--- src/rtl/if_pkg.sv ---
// Shared widths, FSM encoding and buffer depth for the instruction fetch stage.
// Build with IF_PREFETCH_EN defined for a 2-entry prefetch buffer (1 entry otherwise).
`ifndef IF_DEFINES_SV
`define IF_DEFINES_SV
`define IF_ADDR_W 32
`define IF_INST_W 32
`endif

package if_pkg;

  localparam int unsigned ADDR_W = `IF_ADDR_W;
  localparam int unsigned INST_W = `IF_INST_W;

`ifdef IF_PREFETCH_EN
  localparam int unsigned BUF_DEPTH = 2;
`else
  localparam int unsigned BUF_DEPTH = 1;
`endif

  typedef enum logic [1:0] {
    S_IDLE    = 2'd0,
    S_REQ     = 2'd1,
    S_DISCARD = 2'd2
  } if_state_t;

  typedef struct packed {
    logic [ADDR_W-1:0] pc;
    logic [INST_W-1:0] inst;
  } if_entry_t;

  function automatic logic [ADDR_W-1:0] word_align(input logic [ADDR_W-1:0] a);
    return {a[ADDR_W-1:2], 2'b00};
  endfunction

endpackage

--- src/rtl/if_fifo.sv ---
// In-order {pc,inst} buffer of BUF_DEPTH (1 or 2) entries; head reads 0 when empty.
// A push into a full buffer is accepted only when the head is popped in the same cycle.
module if_fifo
  import if_pkg::*;
(
  input  logic       clk,
  input  logic       rst,
  input  logic       push,
  input  logic       pop,
  input  logic       flush,
  input  if_entry_t  din,
  output logic       full,
  output logic       empty,
  output logic [1:0] count,
  output if_entry_t  head
);

  if_entry_t slot0;
  if_entry_t slot1;
  logic      do_push;
  logic      do_pop;

  assign empty   = (count == 2'd0);
  assign full    = (count == 2'(BUF_DEPTH));
  assign do_pop  = pop && !empty;
  assign do_push = push && (!full || do_pop);
  assign head    = empty ? '0 : slot0;

  always_ff @(posedge clk) begin
    if (!rst || flush) begin
      count <= '0;
    end else begin
      count <= count + 2'(do_push) - 2'(do_pop);
    end
  end

  // slot0 is always the head: a pop shifts slot1 forward, a push fills the first free slot
  always_ff @(posedge clk) begin
    if (do_pop && do_push) begin
      if (count == 2'd1) begin
        slot0 <= din;
      end else begin
        slot0 <= slot1;
        slot1 <= din;
      end
    end else if (do_pop) begin
      slot0 <= slot1;
    end else if (do_push) begin
      if (empty) begin
        slot0 <= din;
      end else begin
        slot1 <= din;
      end
    end
  end

endmodule

--- src/rtl/if_stage.sv ---
// Instruction fetch stage: request FSM (IDLE/REQ/DISCARD) feeding an in-order buffer.
// IF_PREFETCH_EN selects the 2-entry prefetch buffer; default build holds one entry.
module if_stage
  import if_pkg::*;
#(
  parameter logic [ADDR_W-1:0] RESET_PC = 32'h0000_0000
) (
  input  logic              clk,
  input  logic              rst,
  input  logic              stall,
  input  logic              br,
  input  logic [ADDR_W-1:0] br_addr,
  output logic              mem_req,
  output logic [ADDR_W-1:0] mem_addr,
  input  logic              mem_ack,
  input  logic [INST_W-1:0] mem_rdata,
  output logic              if_valid,
  output logic [ADDR_W-1:0] if_pc,
  output logic [INST_W-1:0] if_inst
);

  if_state_t         state_q;
  if_state_t         state_d;
  logic [ADDR_W-1:0] fetch_pc_q;
  logic [ADDR_W-1:0] fetch_pc_d;
  logic [ADDR_W-1:0] redir_pc_q;
  logic [ADDR_W-1:0] redir_pc_d;
  logic              consume;
  logic              redirect;
  logic              slot_free;
  logic              room_after_ack;
  logic              buf_full;
  logic              buf_empty;
  logic              buf_push;
  logic [1:0]        buf_count;
  if_entry_t         buf_din;
  if_entry_t         buf_head;

  assign if_valid       = !buf_empty;
  assign if_pc          = buf_head.pc;
  assign if_inst        = buf_head.inst;
  assign consume        = if_valid && !stall;
  assign redirect       = br && consume;
  assign slot_free      = !buf_full || consume;
  // After pushing the acked word, another slot remains if the head leaves or one was spare
  assign room_after_ack = consume || ((buf_count + 2'd1) < 2'(BUF_DEPTH));
  assign buf_din        = '{pc: fetch_pc_q, inst: mem_rdata};

  always_ff @(posedge clk) begin
    if (!rst) begin
      state_q    <= S_IDLE;
      fetch_pc_q <= word_align(RESET_PC);
      redir_pc_q <= '0;
    end else begin
      state_q    <= state_d;
      fetch_pc_q <= fetch_pc_d;
      redir_pc_q <= redir_pc_d;
    end
  end

  always_comb begin
    state_d    = state_q;
    fetch_pc_d = fetch_pc_q;
    redir_pc_d = redir_pc_q;
    mem_req    = 1'b0;
    mem_addr   = '0;
    buf_push   = 1'b0;
    unique case (state_q)
      S_IDLE: begin
        if (redirect) begin
          fetch_pc_d = word_align(br_addr);
          state_d    = S_REQ;
        end else if (slot_free) begin
          state_d = S_REQ;
        end
      end
      S_REQ: begin
        mem_req  = 1'b1;
        mem_addr = fetch_pc_q;
        if (redirect) begin
          // Without an ack the old request must complete first; its data is then dropped
          if (mem_ack) begin
            fetch_pc_d = word_align(br_addr);
          end else begin
            redir_pc_d = word_align(br_addr);
            state_d    = S_DISCARD;
          end
        end else if (mem_ack) begin
          buf_push   = 1'b1;
          fetch_pc_d = fetch_pc_q + ADDR_W'(4);
          if (!room_after_ack) begin
            state_d = S_IDLE;
          end
        end
      end
      S_DISCARD: begin
        mem_req  = 1'b1;
        mem_addr = fetch_pc_q;
        if (mem_ack) begin
          fetch_pc_d = redir_pc_q;
          state_d    = S_REQ;
        end
      end
      default: state_d = S_IDLE;
    endcase
  end

  if_fifo u_fifo (
    .clk   (clk),
    .rst   (rst),
    .push  (buf_push),
    .pop   (consume),
    .flush (redirect),
    .din   (buf_din),
    .full  (buf_full),
    .empty (buf_empty),
    .count (buf_count),
    .head  (buf_head)
  );

endmodule

--- config.mk ---
export PLATFORM = sky130hd
export DESIGN_NAME = if_stage
export DESIGN_NICKNAME = d
export VERILOG_FILES = /design/src/rtl/if_pkg.sv /design/src/rtl/if_fifo.sv /design/src/rtl/if_stage.sv
export SDC_FILE = /design/constraint.sdc
export NUM_CORES = 1
export LEC_CHECK = 0
export BUFFER_PORTS_ARGS = -buffer_cell sky130_fd_sc_hd__buf_2
export CAP_MARGIN = 15
export CORE_ASPECT_RATIO = 1.5
export CORE_UTILIZATION = 45
export DETAILED_ROUTE_END_ITERATION = 10
export GPL_ROUTABILITY_DRIVEN = 0
export PLACE_DENSITY = 0.67
export SYNTH_ARGS = -nofsm -noshare
export SYNTH_HDL_FRONTEND = slang
export SYNTH_SLANG_ARGS = --single-unit
--- constraint.sdc ---
create_clock -name clk -period 11.87 [get_ports clk]
set_input_delay 1.187 -clock clk [delete_from_list [all_inputs] [get_ports clk]]
set_output_delay 1.187 -clock clk [all_outputs]
set_load 0.05 [all_outputs]
==> flow_metrics.tcl <==
set metrics [dict create \
    status "finished clean" \
    syn-cell-area_um2 8870 \
    synth_top_area_frac 0.420 \
    synth-seq-cells 188 \
    antenna_found_initial 0 \
    slowest_stage "buf_4" \
    fp.dieW_um 117 \
    finalHoldViolations 0 \
    drv_cap 0 \
    cts_tree "yes" \
    cp_max_fo 52 \
    chipHeight_um 174 \
    max_slew_margin 0.325 \
    postRouteAntennaNets 0 \
    end_kind "primary output" \
    initial_core_util 0.461 \
    crit_chain "inv_1, ha_1, buf_4, and2_1, buf_2" \
    r2r-start "state_q[0]" \
    dieArea_um2 20300 \
    slowest_delay_ps 500 \
    synthToLayoutAreaGrowth_pct 17.2 \
    min_period_over_period 0.302 \
    setup_slack_ps 8290 \
    min_period_ps 3580 \
    rsz0062_at_grt "false" \
    synth_edf_count 124 \
    cts_resized 0 \
    synth.distinct_cells 60 \
    setup_viol 0 \
    grt_remaining_overflow 0 \
    clk_latency_ps 430 \
    io-pin-count 167 \
    irDropWorstVdd_uv 127 \
    p_leak_nw 4.03 \
    antenna_cells 0 \
    ys.flop_type "edfxtp_1" \
    cts-buffers-inserted 17 \
    cp.required_ps 10680 \
    avgViaCountPerCell 5.48 \
    timing.hold.ws_ps 455 \
    rows 62 \
    r2r_cells 9 \
    fin_setup_tns_ps 0 \
    cts_setup_buffers 0 \
    worst_slew_pin_slew_ps 1010 \
    syn_avg_cell_area_um2 11.1 \
    drv_slew 0 \
    crit_type "reg2out" \
    clockBufferDepth 2 \
    r2r_end "fetch_pc_q[16]" \
    netlist_instances 797 \
    drc 0 \
    routed_wl_um 21000 \
    grt_first_pass_wirelength_um 32900 \
    nNetsFinal 1007 \
    io_buffers 160 \
    yosys_warnings 0 \
    path_clk_slew_ps 60 \
    htree_levels 4 \
    ctsRootBufferMaster "clkbuf_16" \
    track_usage 0.212 \
    grt_max_degree 65 \
    dp.cells 1168 \
    routed-via-count 6574 \
    hold_buffers 0 \
    drt_iter0_drc 720 \
    first_pass_iters 5 \
    instances_no_fill 1200 \
    arrival_ps 2400 \
    place_ws_ps 7920 \
    wire_per_inst_um 17.5 \
    yosys.area.top_type "edfxtp_1" \
    grt_pass1_vias 6218 \
    drive_gt1_frac 0.291 \
    async_flop_share 0 \
    endpoint "mem_addr[31]" \
    fmax_ghz 0.279 \
    hpwl_um 13900 \
    crit_path_start_kind "flop" \
    rrSetupSlack_ps 8620 \
    cp-startpoint "state_q[0]" \
    skew_ps 8.68 \
    p_per_area_nw_per_um2 229 \
    nFillCells 1745 \
    clock-sinks 188 \
    netlist_top_cells_area "edfxtp_1, dfxtp_1, mux2_2" \
    seq_area_frac_synth 0.564 \
    hp-class "reg2reg" \
    core-area_um2 19200 \
]
## flip-flops by register name, summed over array words and instances, names as in the netlist
signal,flops
state_q,2
redir_pc_q,30
fetch_pc_q,30
u_fifo.count,2
u_fifo.slot1,62
u_fifo.slot0,62
## area by class of cell
cell class / count / area [um^2] / area share
clock buffers: 22 / 444 / 0.0427
flip-flops and latches: 188 / 5000 / 0.481
clock inverters: 10 / 98.8 / 0.00951
repair buffers: 173 / 898 / 0.0864
well taps: 256 / 320 / 0.0308
inverters: 12 / 47.5 / 0.00457
multi-input cells: 539 / 3580 / 0.345
## synthesized netlist by cell type (all sizes together) (5+ instances only)
library cell	instances
a211oi	10
a21oi	48
a221oi	13
a22o	8
a22oi	10
and2	99
and3	9
buf	26
clkbuf	35
dfxtp	64
edfxtp	124
ha	7
inv	11
mux2	62
nand2	94
nand3	13
nand4	12
nor2	31
nor3	10
o211a	5
o211ai	7
o21ai	31
o221a	5
o22ai	5
xnor2	5
## routing by layer
metal,share of wire,global-route usage
met1,0.42,0.266
met2,0.51,0.358
met3,0.048,0.0411
met4,0.022,0.0781
met5,0,0
## critical path, delay by kind of cell, from the launching register on
family | cells | cell delay (ps)
flops | 1 | 380
buf+inv | 3 | 860
fa+ha+maj | 1 | 450
simple gates | 1 | 260
## how the worst min path moves through the flow
stage                    from  cells past startpoint               end
2_1_floorplan   fetch_pc_q[4]                      0  u_fifo.slot1[36]
3_3_place_gp   redir_pc_q[28]                      2    redir_pc_q[28]
3_5_place_dp   redir_pc_q[14]                      2    redir_pc_q[14]
4_1_cts        redir_pc_q[26]                      2    redir_pc_q[26]
5_1_grt         redir_pc_q[7]                      2     redir_pc_q[7]
6_report       redir_pc_q[26]                      2    redir_pc_q[26]
## stage by stage
stage	utilization	power, mW	cell area (um^2)
after global routing	0.540	2.50	10400
after detailed placement	0.512	1.86	9850
after floorplan	-	1.64	8880
after global placement	0.512	1.85	9850
final	0.540	2.38	10400
after CTS	0.540	2.40	10400
## kinds of logic after synthesis
family                   count (synthesis)  synth area share
AND/OR/NAND/NOR                        285             0.165
flip-flops                             188             0.564
AO/OA/AOI/OAI                          170             0.134
buffers and inverters                   73            0.0367
multiplexers                            64            0.0810
XOR/XNOR                                 9           0.00889
adder cells (fa/ha/maj)                  7           0.00988
other                                    1          0.000423
## where the power goes
part / leakage (nW) / internal [mW] / switching (mW)
clock: 0.260 / 0.306 / 0.233
sequential: 1.67 / 0.841 / 0.0777
combinational: 2.10 / 0.266 / 0.657
total: 4.03 / 1.41 / 0.968
## placed cells by master (no fill, tap or decap), types with 7 or more instances in the layout
master,Yosys,final
nand4_1,12,12
buf_2,20,160
a22oi_1,10,10
edfxtp_1,124,124
a21oi_1,47,47
o21ai_0,30,29
nor2_1,31,31
inv_1,10,9
ha_1,7,7
mux2_2,62,62
a22o_1,8,8
nor3_1,9,8
o211ai_1,7,7
dfxtp_1,64,64
nand2_1,94,94
and3_1,9,8
buf_4,6,13
and2_1,99,99
nand3_1,13,13
a211oi_1,10,10
clkbuf_16,0,17
a221oi_1,13,13
Power figures use the tool's default switching activity.
